`config.mk`:
```
export PLATFORM = sky130hd
export DESIGN_NAME = load_sequencer_flat
export DESIGN_NICKNAME = d
export VERILOG_FILES = /design/src/rtl/load_pkg.sv /design/src/rtl/load_sequencer_if.sv /design/src/rtl/load_extract.sv /design/src/rtl/load_sequencer.sv /design/src/flat_wrapper.sv
export SDC_FILE = /design/constraint.sdc
export NUM_CORES = 1
export LEC_CHECK = 0
export BUFFER_PORTS_ARGS = -buffer_cell sky130_fd_sc_hd__buf_2
export CAP_MARGIN = 20
export CORE_ASPECT_RATIO = 1.25
export CORE_MARGIN = 3
export CORE_UTILIZATION = 35
export DETAILED_ROUTE_END_ITERATION = 16
export SETUP_SLACK_MARGIN = 0.05
export SLEW_MARGIN = 20
export SYNTH_ARGS = -nofsm -noshare
export SYNTH_HDL_FRONTEND = slang
export SYNTH_SLANG_ARGS = --single-unit
```
`constraint.sdc`:
```
create_clock -name clk -period 2.4 [get_ports clk]
set_input_delay 0.72 -clock clk [delete_from_list [all_inputs] [get_ports clk]]
set_output_delay 0.72 -clock clk [all_outputs]
set_load 0.1 [all_outputs]
```
`src/rtl/load_pkg.sv`:
```
// Shared definitions for the load path: ld_type codes, FSM state encoding
// and the alignment rule used by the sequencer.
package load_pkg;

    localparam logic [2:0] LD_W  = 3'd0;
    localparam logic [2:0] LD_H  = 3'd1;
    localparam logic [2:0] LD_HU = 3'd2;
    localparam logic [2:0] LD_B  = 3'd3;
    localparam logic [2:0] LD_BU = 3'd4;

    localparam int CNT_W = 4;

    typedef enum logic [1:0] {
        ST_IDLE = 2'd0,
        ST_READ = 2'd1,
        ST_DONE = 2'd2,
        ST_ERR  = 2'd3
    } state_t;

    // Codes 5..7 fall into the default arm and are treated as words.
    function automatic logic is_misaligned(input logic [2:0] ld_type, input logic [1:0] off);
        logic mis;
        case (ld_type)
            LD_H, LD_HU: mis = off[0];
            LD_B, LD_BU: mis = 1'b0;
            default:     mis = (off != 2'b00);
        endcase
        return mis;
    endfunction

endpackage

```
`src/rtl/load_sequencer_if.sv`:
```
// Load-path bus: master is the outside world (control unit, memory, write-back),
// slave is the load sequencer.
interface load_sequencer_if;
    logic        start;
    logic [2:0]  ld_type;
    logic [31:0] addr;
    logic [31:0] mem_rdata;
    logic        mem_rd;
    logic [31:0] mem_addr;
    logic [31:0] load_data;
    logic        done;
    logic        misalign;
    logic        busy;

    modport master (
        output start, ld_type, addr, mem_rdata,
        input  mem_rd, mem_addr, load_data, done, misalign, busy
    );

    modport slave (
        input  start, ld_type, addr, mem_rdata,
        output mem_rd, mem_addr, load_data, done, misalign, busy
    );
endinterface

```
`src/rtl/load_extract.sv`:
```
// Combinational sub-word select and sign/zero extension of a little-endian
// memory word; kept standalone so unaligned-load variants can reuse it.
module load_extract
    import load_pkg::*;
(
    input  logic [31:0] i_mem_rdata,
    input  logic [1:0]  i_off,
    input  logic [2:0]  i_ld_type,
    output logic [31:0] o_data
);

    logic [7:0]  w_byte;
    logic [15:0] w_half;

    always_comb begin
        w_byte = i_mem_rdata[7:0];
        case (i_off)
            2'd0:    w_byte = i_mem_rdata[7:0];
            2'd1:    w_byte = i_mem_rdata[15:8];
            2'd2:    w_byte = i_mem_rdata[23:16];
            default: w_byte = i_mem_rdata[31:24];
        endcase
        // off[0] is deliberately ignored: the containing aligned halfword is used.
        w_half = i_off[1] ? i_mem_rdata[31:16] : i_mem_rdata[15:0];
    end

    always_comb begin
        o_data = i_mem_rdata;
        case (i_ld_type)
            LD_H:    o_data = {{16{w_half[15]}}, w_half};
            LD_HU:   o_data = {16'h0000, w_half};
            LD_B:    o_data = {{24{w_byte[7]}}, w_byte};
            LD_BU:   o_data = {24'h000000, w_byte};
            default: o_data = i_mem_rdata;
        endcase
    end

endmodule

```
`src/rtl/load_sequencer.sv`:
```
// Multicycle load sequencer: word-aligned read, fixed memory latency, then
// sub-word extraction. Define LOAD_SEQ_MISALIGN_CHECK_EN to enable the ERR state.
module load_sequencer
    import load_pkg::*;
#(
    parameter int MEM_LAT = 1
) (
    input  logic             clk,
    input  logic             reset,
    load_sequencer_if.slave  bus
);

    localparam logic [CNT_W-1:0] CNT_INIT = CNT_W'(MEM_LAT - 1);

    state_t             r_state;
    state_t             w_next;
    logic [CNT_W-1:0]   r_cnt;
    logic [31:0]        r_addr;
    logic [2:0]         r_type;
    logic [31:0]        r_load_data;
    logic [31:0]        w_ext;
    logic               w_accept;

    assign w_accept = (r_state == ST_IDLE) && bus.start;

    always_ff @(posedge clk or posedge reset) begin
        if (reset) begin
            r_state <= ST_IDLE;
        end else begin
            r_state <= w_next;
        end
    end

    always_comb begin
        w_next = r_state;
        case (r_state)
            ST_IDLE: begin
                if (bus.start) begin
`ifdef LOAD_SEQ_MISALIGN_CHECK_EN
                    w_next = is_misaligned(bus.ld_type, bus.addr[1:0]) ? ST_ERR : ST_READ;
`else
                    w_next = ST_READ;
`endif
                end
            end
            ST_READ: begin
                if (r_cnt == '0) begin
                    w_next = ST_DONE;
                end
            end
            ST_DONE: w_next = ST_IDLE;
            default: w_next = ST_IDLE;
        endcase
    end

    always_comb begin
        bus.mem_rd   = 1'b0;
        bus.done     = 1'b0;
        bus.misalign = 1'b0;
        bus.busy     = 1'b1;
        case (r_state)
            ST_IDLE: bus.busy   = 1'b0;
            ST_READ: bus.mem_rd = 1'b1;
            ST_DONE: bus.done   = 1'b1;
`ifdef LOAD_SEQ_MISALIGN_CHECK_EN
            ST_ERR:  bus.misalign = 1'b1;
`endif
            default: ;
        endcase
    end

    // Latency counter, latched request and result register.
    always_ff @(posedge clk or posedge reset) begin
        if (reset) begin
            r_cnt       <= '0;
            r_addr      <= '0;
            r_type      <= '0;
            r_load_data <= '0;
        end else begin
            if (w_accept) begin
                r_addr <= bus.addr;
                r_type <= bus.ld_type;
                r_cnt  <= CNT_INIT;
            end
            if (r_state == ST_READ) begin
                if (r_cnt != '0) begin
                    r_cnt <= r_cnt - CNT_W'(1);
                end else begin
                    r_load_data <= w_ext;
                end
            end
        end
    end

    load_extract u_extract (
        .i_mem_rdata (bus.mem_rdata),
        .i_off       (r_addr[1:0]),
        .i_ld_type   (r_type),
        .o_data      (w_ext)
    );

    assign bus.mem_addr  = {r_addr[31:2], 2'b00};
    assign bus.load_data = r_load_data;

endmodule

```
`src/flat_wrapper.sv`:
```
// flat-port wrapper written by rule: the top's interface ports become plain ports
module load_sequencer_flat import load_pkg::*;
#(
    parameter int MEM_LAT = 1
)
  (clk, reset, bus_start, bus_ld_type, bus_addr, bus_mem_rdata, bus_mem_rd, bus_mem_addr, bus_load_data, bus_done, bus_misalign, bus_busy);
  load_sequencer_if bus_i ();
  input  logic clk;
  input  logic reset;
  input wire logic [$bits(bus_i.start)-1:0] bus_start;
  input wire logic [$bits(bus_i.ld_type)-1:0] bus_ld_type;
  input wire logic [$bits(bus_i.addr)-1:0] bus_addr;
  input wire logic [$bits(bus_i.mem_rdata)-1:0] bus_mem_rdata;
  output wire logic [$bits(bus_i.mem_rd)-1:0] bus_mem_rd;
  output wire logic [$bits(bus_i.mem_addr)-1:0] bus_mem_addr;
  output wire logic [$bits(bus_i.load_data)-1:0] bus_load_data;
  output wire logic [$bits(bus_i.done)-1:0] bus_done;
  output wire logic [$bits(bus_i.misalign)-1:0] bus_misalign;
  output wire logic [$bits(bus_i.busy)-1:0] bus_busy;
  assign bus_i.start = bus_start;
  assign bus_i.ld_type = bus_ld_type;
  assign bus_i.addr = bus_addr;
  assign bus_i.mem_rdata = bus_mem_rdata;
  assign bus_mem_rd = bus_i.mem_rd;
  assign bus_mem_addr = bus_i.mem_addr;
  assign bus_load_data = bus_i.load_data;
  assign bus_done = bus_i.done;
  assign bus_misalign = bus_i.misalign;
  assign bus_busy = bus_i.busy;
  load_sequencer #(.MEM_LAT(MEM_LAT)) u_core (.clk(clk), .reset(reset), .bus(bus_i));
endmodule
```
==> results.sh <==
export IMPL_cts_buffers=9
export IMPL_syn_mean_instance_area_sq_um=8.84
export IMPL_start_util_pct=36.4
export IMPL_core_sq_um=10700
export IMPL_synthCells=441
export IMPL_hold_viol=0
export IMPL_synth_area_sq_um=3900
export IMPL_regArea_sq_um=1830
export IMPL_path_class="reg -> out"
export IMPL_timing_fmax_mhz=444
export IMPL_port_buffers=134
export IMPL_reg2reg_from="u_core.r_cnt[0]"
export IMPL_die_y_um=124
export IMPL_grt_usage_pct=16.8
export IMPL_first_global_vias=3275
export IMPL_layout_drive_gt1_share_pct=34.1
export IMPL_layout_cells_most_common="buf_2"
export IMPL_synth_area_leaders="dfrtp_1 47%, nand2_1 13%, buf_4 6.9%"
export IMPL_viasPerCell=4.94
export IMPL_multiInputGateArea_sq_um=1650
export IMPL_dp_hpwl_um=7630
export IMPL_critPathMaxFanout=5
export IMPL_drt_iter0_markers=134
export IMPL_h_tree_depth=3
export IMPL_synth_edf_count=0
export IMPL_num_vias=3356
export IMPL_synth_cell_types=45
export IMPL_die_width_um=100
export IMPL_r2r_end="u_core.bus.load_data[18]"
export IMPL_cp_slowest_cell="buf_2"
export IMPL_wire_per_inst_um=14.9
export IMPL_cts_setup_buffers=0
export IMPL_routed_wirelength_um=10100
export IMPL_cts_buffer_depth=2
export IMPL_cts_resized=0
export IMPL_worstPathRequired_ns=1.68
export IMPL_outcome="complete, no violations"
export IMPL_r2r_cells=8
export IMPL_grt_pass1_wl_um=16400
export IMPL_crit_arrival_ns=1.53
export IMPL_drt_pass1_iterations=4
export IMPL_clock_skew_ns=0.00740
export IMPL_r2r_slack_ns=0.54
export IMPL_antenna_found_initial=0
export IMPL_max_stage_delay_ns=0.45
export IMPL_fin_util_pct=44.6
export IMPL_gp_congestion=0.824
export IMPL_final_cell_mix="134 x buf_2, 132 x nand2_1, 73 x dfrtp_1, 31 x nor2_1, 25 x o21ai_0"
export IMPL_grt_max_degree=31
export IMPL_rows=42
export IMPL_io_pins=138
export IMPL_maxCapViolCount=0
export IMPL_min_period_over_period_pct=93.8
export IMPL_relSlewSlack_pct=64.8
export IMPL_synth_top_cell_area_share_pct=46.9
export IMPL_async_flop_share_pct=100
export IMPL_clk_latency_ns=0.33
export IMPL_rsz0062_at_grt="no"
export IMPL_setup_viol=0
export IMPL_yosysSeqAreaShare_pct=46.9
export IMPL_cts_sinks=73
export IMPL_period_needed_ns=2.25
export IMPL_cts_root_buf="clkbuf_16"
export IMPL_diodes=0
export IMPL_drc_errors=0
export IMPL_dieArea_sq_um=12400
export IMPL_yosysTopAreaCell="dfrtp_1"
export IMPL_area_growth_pct=22.6
export IMPL_end_kind="primary output"
export IMPL_path_clk_slew_ns=0.06
export IMPL_fin_tns_setup_ns=0
export IMPL_yosys_warnings=0
export IMPL_overflow=0
export IMPL_fin_nets=614
export IMPL_fillCellCount=1087
export IMPL_ant_nets=0
export IMPL_final_max_slew_violation_count=0
export IMPL_hold_class="in -> async"
export IMPL_cts_tree="built"
export IMPL_tightest_slew_ns=0.528
export IMPL_crit_chain="nand2b_1 > inv_2 > buf_2"
export IMPL_synth_ff_type="dfrtp_1"
export IMPL_worstSetupStartpointType="register"
export IMPL_synth_seq_cells=73
export IMPL_postCtsHoldBufs=0
[state kept, by name (all words and copies together) (netlist names)]
register	flops
u_core.bus.load_data	32
u_core.r_addr	32
u_core.r_cnt	4
u_core.r_type	3
u_core.r_state	2
[cell usage after synthesis (2+ instances only)]
cell type  number
o22a_1          2
o211ai_1        3
nand3_1         5
buf_4          36
a22oi_1         8
dfrtp_1        73
buf_6           5
clkbuf_1        8
nand2b_1        3
a211oi_1       10
nand2_1       132
mux2i_1         9
a32oi_1         2
nor2_1         31
inv_2           2
nor3b_2         2
inv_1           9
o21ai_0        25
buf_2           8
a211o_1         7
o22ai_1         4
a21oi_1        19
nor2b_1         7
mux2_2          8
nor3_1          2
xnor2_2         2
[metrics by stage]
stage	hold WS (ns)	cells	instance area, sq um	worst slack, ns
2_1_floorplan	0.447	443	3910	0.473
3_3_place_gp	0.455	664	4460	0.453
3_5_place_dp	0.459	664	4460	0.349
4_1_cts	0.435	680	4780	0.129
5_1_grt	0.454	680	4780	0.0532
6_report	0.426	680	4780	0.148
[cell type report]
cell class	instances	area share, %
clock buffer	11	5.08
clock inverter	5	1.65
inverter	11	0.942
multi-input combinational	302	34.5
sequential	73	38.2
tap	132	3.46
timing repair buffer	146	16.2
[cells by family (layout without fill, tap and decap cells)]
family | after synthesis | in the layout | synth area share (%)
buf+inv | 68 | 173 | 11.2
fa+ha+maj | 1 | 1 | 0.321
other cells | 1 | 3 | 0.0962
xor+xnor | 3 | 3 | 1.25
compound gates | 89 | 89 | 15.3
simple gates | 188 | 188 | 19.9
flops | 73 | 73 | 46.9
mux | 18 | 18 | 4.98
[per-layer routing]
metal	GRT usage, %	vias up	wire length [um]
met5	0	-	0
met4	6.74	0	141
met3	4.65	11	843
met2	26.7	138	4830
met1	21.7	1572	4290
li1	-	1635	-
[worst max path at each step]
stage	slack, ns	start	end
finish	0.15	u_core.r_state[1]	bus_mem_rd
global route	0.05	u_core.r_state[1]	bus_mem_rd
CTS	0.13	u_core.r_state[1]	bus_mem_rd
detailed placement	0.35	bus_mem_rdata[15]	u_core.bus.load_data[18]
global placement	0.45	bus_mem_rdata[7]	u_core.bus.load_data[18]
floorplan	0.47	u_core.r_state[0]	bus_done
[critical path: cells and delay by family, from the launching register on]
family        cells  cell delay (ns)
buf+inv           2             0.57
flops             1             0.41
simple gates      1             0.22
Power is left out: the tool's default activity adds up to more than one toggle a clock period on the data nets, which glitch-free logic cannot reach.
